===== src/rtl/onehot_pos_tracker_pkg.sv =====
// ----------------------------------------------------------------------------
// onehot_pos_tracker_pkg
// Shared definitions for the one-hot position tracker and for any other block
// that consumes the upstream one-hot position counter.
//   - state_e       : tracker FSM state encoding (IDLE, TRACK, ERROR)
//   - ERR_*         : error cause codes reported on err_code_o
//   - DEF_WIDTH     : default number of one-hot position bits
//   - DEF_LAP_W     : default lap counter width
// ----------------------------------------------------------------------------
package onehot_pos_tracker_pkg;

    localparam int DEF_WIDTH = 8;
    localparam int DEF_LAP_W = 8;

    // Error cause codes; 2'b11 is left unused for a future cause.
    localparam logic [1:0] ERR_NONE  = 2'b00;
    localparam logic [1:0] ERR_MULTI = 2'b01;
    localparam logic [1:0] ERR_SEQ   = 2'b10;

    typedef enum logic [1:0] {
        ST_IDLE  = 2'd0,
        ST_TRACK = 2'd1,
        ST_ERROR = 2'd2
    } state_e;

endpackage : onehot_pos_tracker_pkg


===== src/rtl/onehot_pos_tracker_classify.sv =====
// ----------------------------------------------------------------------------
// onehot_classify
// Purely combinational classifier for a one-hot position vector. Reusable by
// any consumer of the upstream position counter.
// Ports:
//   pos_i      in  [WIDTH-1:0]  position vector to classify
//   is_zero_o  out              no bit set
//   is_onehot_o out             exactly one bit set
//   is_multi_o out              two or more bits set
//   bin_o      out [IDX_W-1:0]  index of the set bit (valid when is_onehot_o)
// ----------------------------------------------------------------------------
module onehot_classify
    import onehot_pos_tracker_pkg::*;
#(
    parameter int WIDTH = DEF_WIDTH,
    parameter int IDX_W = $clog2(WIDTH)
) (
    input  logic [WIDTH-1:0] pos_i,
    output logic             is_zero_o,
    output logic             is_onehot_o,
    output logic             is_multi_o,
    output logic [IDX_W-1:0] bin_o
);

    // Clearing the lowest set bit leaves zero only when at most one bit was
    // set, which separates one-hot from multi-hot without a popcount.
    // The index is an OR of the positions of all set bits; it is only
    // meaningful when the vector is one-hot.
    always_comb begin
        is_zero_o   = (pos_i == '0);
        is_onehot_o = !is_zero_o && ((pos_i & (pos_i - WIDTH'(1))) == '0);
        is_multi_o  = !is_zero_o && !is_onehot_o;
        bin_o       = '0;
        for (int i = 0; i < WIDTH; i++) begin
            if (pos_i[i]) begin
                bin_o = bin_o | IDX_W'(i);
            end
        end
    end

endmodule : onehot_classify


===== src/rtl/onehot_pos_tracker.sv =====
// ----------------------------------------------------------------------------
// onehot_pos_tracker
// Follows the upstream one-hot position counter: encodes the position to a
// binary index, checks that each position is the legal successor (or a stall)
// of the previous one, counts completed laps and latches the first error.
// All outputs are registered (1 clk latency from pos_i).
// Ports:
//   clk          in                 system clock, rising edge
//   rst_n        in                 asynchronous active-low reset
//   pos_i        in  [WIDTH-1:0]    one-hot position from upstream counter
//   clr_err_i    in                 clears sticky error, returns to IDLE
//   idx_o        out [IDX_W-1:0]    binary index of last accepted position
//   idx_valid_o  out                idx_o reflects a tracked position
//   lap_tick_o   out                one-cycle pulse on WIDTH-1 -> 0 wrap
//   lap_cnt_o    out [LAP_W-1:0]    completed laps, modulo 2^LAP_W
//   err_o        out                sticky error flag
//   err_code_o   out [1:0]          first error cause (ERR_* codes)
// ----------------------------------------------------------------------------
module onehot_pos_tracker
    import onehot_pos_tracker_pkg::*;
#(
    parameter int WIDTH = DEF_WIDTH,
    parameter int IDX_W = $clog2(WIDTH),
    parameter int LAP_W = DEF_LAP_W
) (
    input  logic             clk,
    input  logic             rst_n,
    input  logic [WIDTH-1:0] pos_i,
    input  logic             clr_err_i,
    output logic [IDX_W-1:0] idx_o,
    output logic             idx_valid_o,
    output logic             lap_tick_o,
    output logic [LAP_W-1:0] lap_cnt_o,
    output logic             err_o,
    output logic [1:0]       err_code_o
);

    logic             is_zero;
    logic             is_onehot;
    logic             is_multi;
    logic [IDX_W-1:0] bin;
    logic [IDX_W-1:0] expected;

    state_e           state_q,     state_d;
    logic [IDX_W-1:0] idx_q,       idx_d;
    logic             idx_valid_q, idx_valid_d;
    logic             lap_tick_q,  lap_tick_d;
    logic [LAP_W-1:0] lap_cnt_q,   lap_cnt_d;
    logic             err_q,       err_d;
    logic [1:0]       err_code_q,  err_code_d;

    onehot_classify #(
        .WIDTH (WIDTH),
        .IDX_W (IDX_W)
    ) u_classify (
        .pos_i       (pos_i),
        .is_zero_o   (is_zero),
        .is_onehot_o (is_onehot),
        .is_multi_o  (is_multi),
        .bin_o       (bin)
    );

    // Next-state logic for the tracker. idx_q doubles as the previous accepted
    // index, since it only changes when a position is accepted. The explicit
    // wrap on the expected successor keeps non-power-of-two widths correct.
    // A newly detected error always takes priority over clr_err_i, because
    // clr_err_i is only honoured in ERROR.
    always_comb begin
        state_d     = state_q;
        idx_d       = idx_q;
        idx_valid_d = idx_valid_q;
        lap_tick_d  = 1'b0;
        lap_cnt_d   = lap_cnt_q;
        err_d       = err_q;
        err_code_d  = err_code_q;
        expected    = (idx_q == IDX_W'(WIDTH - 1)) ? '0 : idx_q + IDX_W'(1);

        unique case (state_q)
            ST_IDLE: begin
                if (is_multi) begin
                    state_d     = ST_ERROR;
                    idx_valid_d = 1'b0;
                    err_d       = 1'b1;
                    err_code_d  = ERR_MULTI;
                end else if (is_onehot) begin
                    state_d     = ST_TRACK;
                    idx_d       = bin;
                    idx_valid_d = 1'b1;
                end else begin
                    idx_valid_d = 1'b0;
                end
            end

            ST_TRACK: begin
                if (is_multi) begin
                    state_d     = ST_ERROR;
                    idx_valid_d = 1'b0;
                    err_d       = 1'b1;
                    err_code_d  = ERR_MULTI;
                end else if (is_zero) begin
                    state_d     = ST_IDLE;
                    idx_valid_d = 1'b0;
                end else if (bin == expected) begin
                    idx_d = bin;
                    if (idx_q == IDX_W'(WIDTH - 1)) begin
                        lap_tick_d = 1'b1;
                        lap_cnt_d  = lap_cnt_q + LAP_W'(1);
                    end
                end else if (bin != idx_q) begin
                    state_d     = ST_ERROR;
                    idx_valid_d = 1'b0;
                    err_d       = 1'b1;
                    err_code_d  = ERR_SEQ;
                end
            end

            ST_ERROR: begin
                idx_valid_d = 1'b0;
                err_d       = 1'b1;
                if (clr_err_i) begin
                    state_d    = ST_IDLE;
                    err_d      = 1'b0;
                    err_code_d = ERR_NONE;
                end
            end

            default: begin
                state_d     = ST_IDLE;
                idx_valid_d = 1'b0;
            end
        endcase
    end

    // All tracker state, including the outputs, is held here so that an
    // asynchronous reset clears everything at once, even a lap tick in flight.
    always_ff @(posedge clk or negedge rst_n) begin
        if (!rst_n) begin
            state_q     <= ST_IDLE;
            idx_q       <= '0;
            idx_valid_q <= 1'b0;
            lap_tick_q  <= 1'b0;
            lap_cnt_q   <= '0;
            err_q       <= 1'b0;
            err_code_q  <= ERR_NONE;
        end else begin
            state_q     <= state_d;
            idx_q       <= idx_d;
            idx_valid_q <= idx_valid_d;
            lap_tick_q  <= lap_tick_d;
            lap_cnt_q   <= lap_cnt_d;
            err_q       <= err_d;
            err_code_q  <= err_code_d;
        end
    end

    assign idx_o       = idx_q;
    assign idx_valid_o = idx_valid_q;
    assign lap_tick_o  = lap_tick_q;
    assign lap_cnt_o   = lap_cnt_q;
    assign err_o       = err_q;
    assign err_code_o  = err_code_q;

endmodule : onehot_pos_tracker


===== config.mk =====
export PLATFORM = sky130hd
export DESIGN_NAME = onehot_pos_tracker
export DESIGN_NICKNAME = d
export VERILOG_FILES = /design/src/rtl/onehot_pos_tracker_pkg.sv /design/src/rtl/onehot_pos_tracker_classify.sv /design/src/rtl/onehot_pos_tracker.sv
export SDC_FILE = /design/constraint.sdc
export NUM_CORES = 1
export LEC_CHECK = 0
export BUFFER_PORTS_ARGS = -buffer_cell sky130_fd_sc_hd__buf_4
export CORE_MARGIN = 10
export CORE_UTILIZATION = 55
export CTS_BUF_LIST = sky130_fd_sc_hd__clkbuf_8
export CTS_CLUSTER_DIAMETER = 80
export DETAILED_ROUTE_END_ITERATION = 7
export GPL_TIMING_DRIVEN = 0
export PLACE_DENSITY = 0.81
export SETUP_SLACK_MARGIN = 0.1
export SYNTH_ARGS = -nofsm -noshare
export SYNTH_HDL_FRONTEND = slang
export SYNTH_SLANG_ARGS = --single-unit

===== constraint.sdc =====
create_clock -name clk -period 6.7 [get_ports clk]
set_input_delay 0.335 -clock clk [delete_from_list [all_inputs] [get_ports clk]]
set_output_delay 0.335 -clock clk [all_outputs]
set_load 0.05 [all_outputs]

==> results.txt <==
CTS Sinks: 18
Sequential power share: 34.2%
Clk slew on worst S/H paths: 0.07 ns
Placement Rows: 17
Layout cells sized above 1: 32.43%
Crit share post-route: 41.42%
Main flop type after synthesis: dfrtp_1
Clk_lat worst skew: 0.26 ns
Leak pwr: 0.0007157 uW
Initial Utilization: 56.75%
First-pass GRT wire length: 4305 um
DR iter-0 viols: 19
Cell Area, Synth: 0.001231 mm2
Gr ovfl total: 0
Detail Placement HPWL: 2051 um
Synth top area cells: dfrtp_1 37%, ha_1 6.1%, xnor2_1 5.0%
Overall power: 392.4 uW
Pin count of the biggest net entering global routing: 19
CTS tree: done
Final setup fails: 0
Post_cts resized: 0
GRT Total Usage: 12.18%
Final Hold Viols: 0
Maxcap violations: 0
Max transition margin: 39.38%
Initial antenna violation count: 0
Tmin final: 2.775 ns
WP data arrival: 2.92 ns
Yosys top cell by area: dfrtp_1
I/O Buffers: 25
DIE AREA: 0.004531 mm2
Net switching power: 149.6 uW
CP startpoint kind: flip-flop
Iteration count of the initial detailed-routing pass: 4
Critical Path Fanout Max: 5
Comb pwr share: 42.8%
Number of synthesized flops with an enable pin: 0
Height of the die: 67.31 um
Vias per inst: 5.574
Least-Margin Pin Slew: 0.8864 ns
Antenna Cells: 0
Final instance area: 0.001519 mm2
CTS HTree Levels: 1
CP Class: flip-flop to flip-flop
FILL cells: 173
Placeable core region: 0.002170 mm2
Final ANT Viol Nets: 0
Cell Pwr Density: 258.4 mW/mm2
Setup Buffers After CTS: 0
Yosys warnings: 0
Io pins: 27
Dpl cell area: 0.001454 mm2
Pint: 242.8 uW
DR DRC count: 0
Area grow syn2layout: 23.37%
RSZ-0062 raised after global routing: no
Post-synthesis instance total: 118
Post-synth top area share: 36.59%
Vias in the first global route: 949
Cts bufs inserted: 3
Die Width: 67.31 um
Hold-fix buffers, CTS: 1
Yosys reg bits: 18
Max Buffers Root-to-Sink: 2
Clock Tree Root: clkbuf_8
Status: finished clean
Sequential share of the synthesized area: 36.59%
WL per Instance: 14.68 um
Worst EP required: 6.84 ns
Setup TNS: 0 ns
Syn nets: 135
Routability cong.: 0.8024
Sw frac: 38.12%
Clk_skew: 0.007374 ns
Post-synth ARST share: 100.0%
Syn Area/Cell: 10.43 um2
Worst Hold Class: input pin to flip-flop
Clock share of power: 23.0%
Worst VDD drop: 0.1736 mV
Worst setup EP type: flip-flop
Count of pins over their slew limit: 0
Via count: 981
Overall routed net length: 2583 um
Final nets: 166
Max Clk Rate: 0.3603 GHz
Netlist cell types: 40
[path summary, 6_finish.rpt]
kind / startpoint / end / slack, ns / cells after the start
setup / recovery: idx_o[0]$_DFFE_PN0P_ / err_code_o[1]$_DFFE_PN0P_ / 3.92 / 8
hold / removal: clr_err_i / err_o$_DFFE_PN0P_ / 0.38 / 3
setup reg to reg: idx_o[0]$_DFFE_PN0P_ / err_code_o[1]$_DFFE_PN0P_ / 3.92 / 8
hold reg to reg: lap_cnt_o[7]$_DFFE_PN0P_ / lap_cnt_o[7]$_DFFE_PN0P_ / 0.48 / 1
max in group asynchronous: rst_n / lap_cnt_o[1]$_DFFE_PN0P_ / 6.02 / 2
min in group asynchronous: rst_n / idx_valid_o$_DFFE_PN0P_ / 0.47 / 2
[layout make-up]
cell class	instances	area, um2	share of cell area [%]
Multi-Input combinational cell	89	735.7	48.43
Clock buffer	4	55.05	3.624
Buffer	3	15.01	0.9885
Sequential cell	18	450.4	29.65
Timing Repair Buffer	26	197.7	13.01
Tap cell	28	35.03	2.306
Inverter	8	30.03	1.977
[layer usage]
metal | GRT usage, % | part of all wire (%) | wire length [um]
met5 | 0 | 0 | 0
met4 | 5.897 | 1.8 | 46
met3 | 4.298 | 5.3 | 138
met2 | 20.02 | 50 | 1286
met1 | 13.79 | 43 | 1111
[power by group through the flow]
| stage | logic, uW | registers, uW | clock network (uW) |
|---|---|---|---|
| 6_report | 168 | 134 | 90.2 |
| 5_1_grt | 182 | 137 | 96.7 |
| 4_1_cts | 169 | 134 | 91.7 |
| 3_5_place_dp | 168 | 137 | 0 |
| 3_3_place_gp | 162 | 136 | 0 |
| 2_1_floorplan | 90.5 | 170 | 0 |
[per-stage QoR]
step                hold slack (ns)  instances  util, %  setup WS, ns
finish                       0.3839        176    70.01         3.925
global route                 0.3978        176    70.01         3.679
CTS                          0.3767        176    70.01         3.908
detailed placement           0.2180        171    67.01         3.873
global placement             0.2132        171    67.01         3.982
floorplan                   0.03941        118        -         3.993
[Yosys cell counts (2+ instances only)]
master and n:
mux2_4 3, o21ai_1 2, a21oi_1 2, nor2_1 9, o211ai_1 2, o21a_1 2, nor4_1 4, nand2_1 6
or4_1 2, dfrtp_1 18, buf_2 3, xor2_1 6, nand2b_1 4, mux2i_1 3, a2111oi_1 2, ha_1 6
nand3_1 4, nor3_2 3, inv_1 7, xnor2_1 7, a211o_1 2, nor4_2 3
[registers in the layout, summed over array words and instances, names as in the netlist]
signal,flops
err_o,1
err_code_o,2
lap_cnt_o,8
state_q,2
lap_tick_o,1
idx_o,3
idx_valid_o,1
[worst max-delay path, cell delays in order, from the launching register on]
cell       delay [ns]
dfrtp_1          0.43
ha_1             0.23
ha_1             0.23
nor2_1           0.13
xnor2_1          0.20
nor4_4           0.11
a2111oi_0        0.72
o21a_1           0.30
mux2_4           0.31
[layout by cell type, fill, tap and decap left out, types with 2 or more instances in the layout]
cell type	count
nand2b_1	4
a2111oi_1	2
a211o_1	2
a21oi_1	2
or4_1	2
mux2_4	3
nand2_1	6
o21ai_1	2
dfrtp_1	18
xnor2_1	7
nor4_2	3
clkbuf_8	4
ha_1	6
buf_2	3
buf_4	25
nor3_2	3
o211ai_1	2
inv_1	7
nor2_1	9
xor2_1	6
o21a_1	2
nor4_1	4
nand3_1	4
mux2i_1	3
[kinds of logic after synthesis]
group                      share of synthesized area, %
DFF                                               36.59
AOI/OAI and AO/OA                                 13.92
adders and majority gates                         6.910
xor gates and xnor gates                          9.248
and+or+nand+nor                                   22.66
buffers and inverters                             3.658
muxes                                             7.012
No activity file was read; power rests on OpenSTA's default activity.
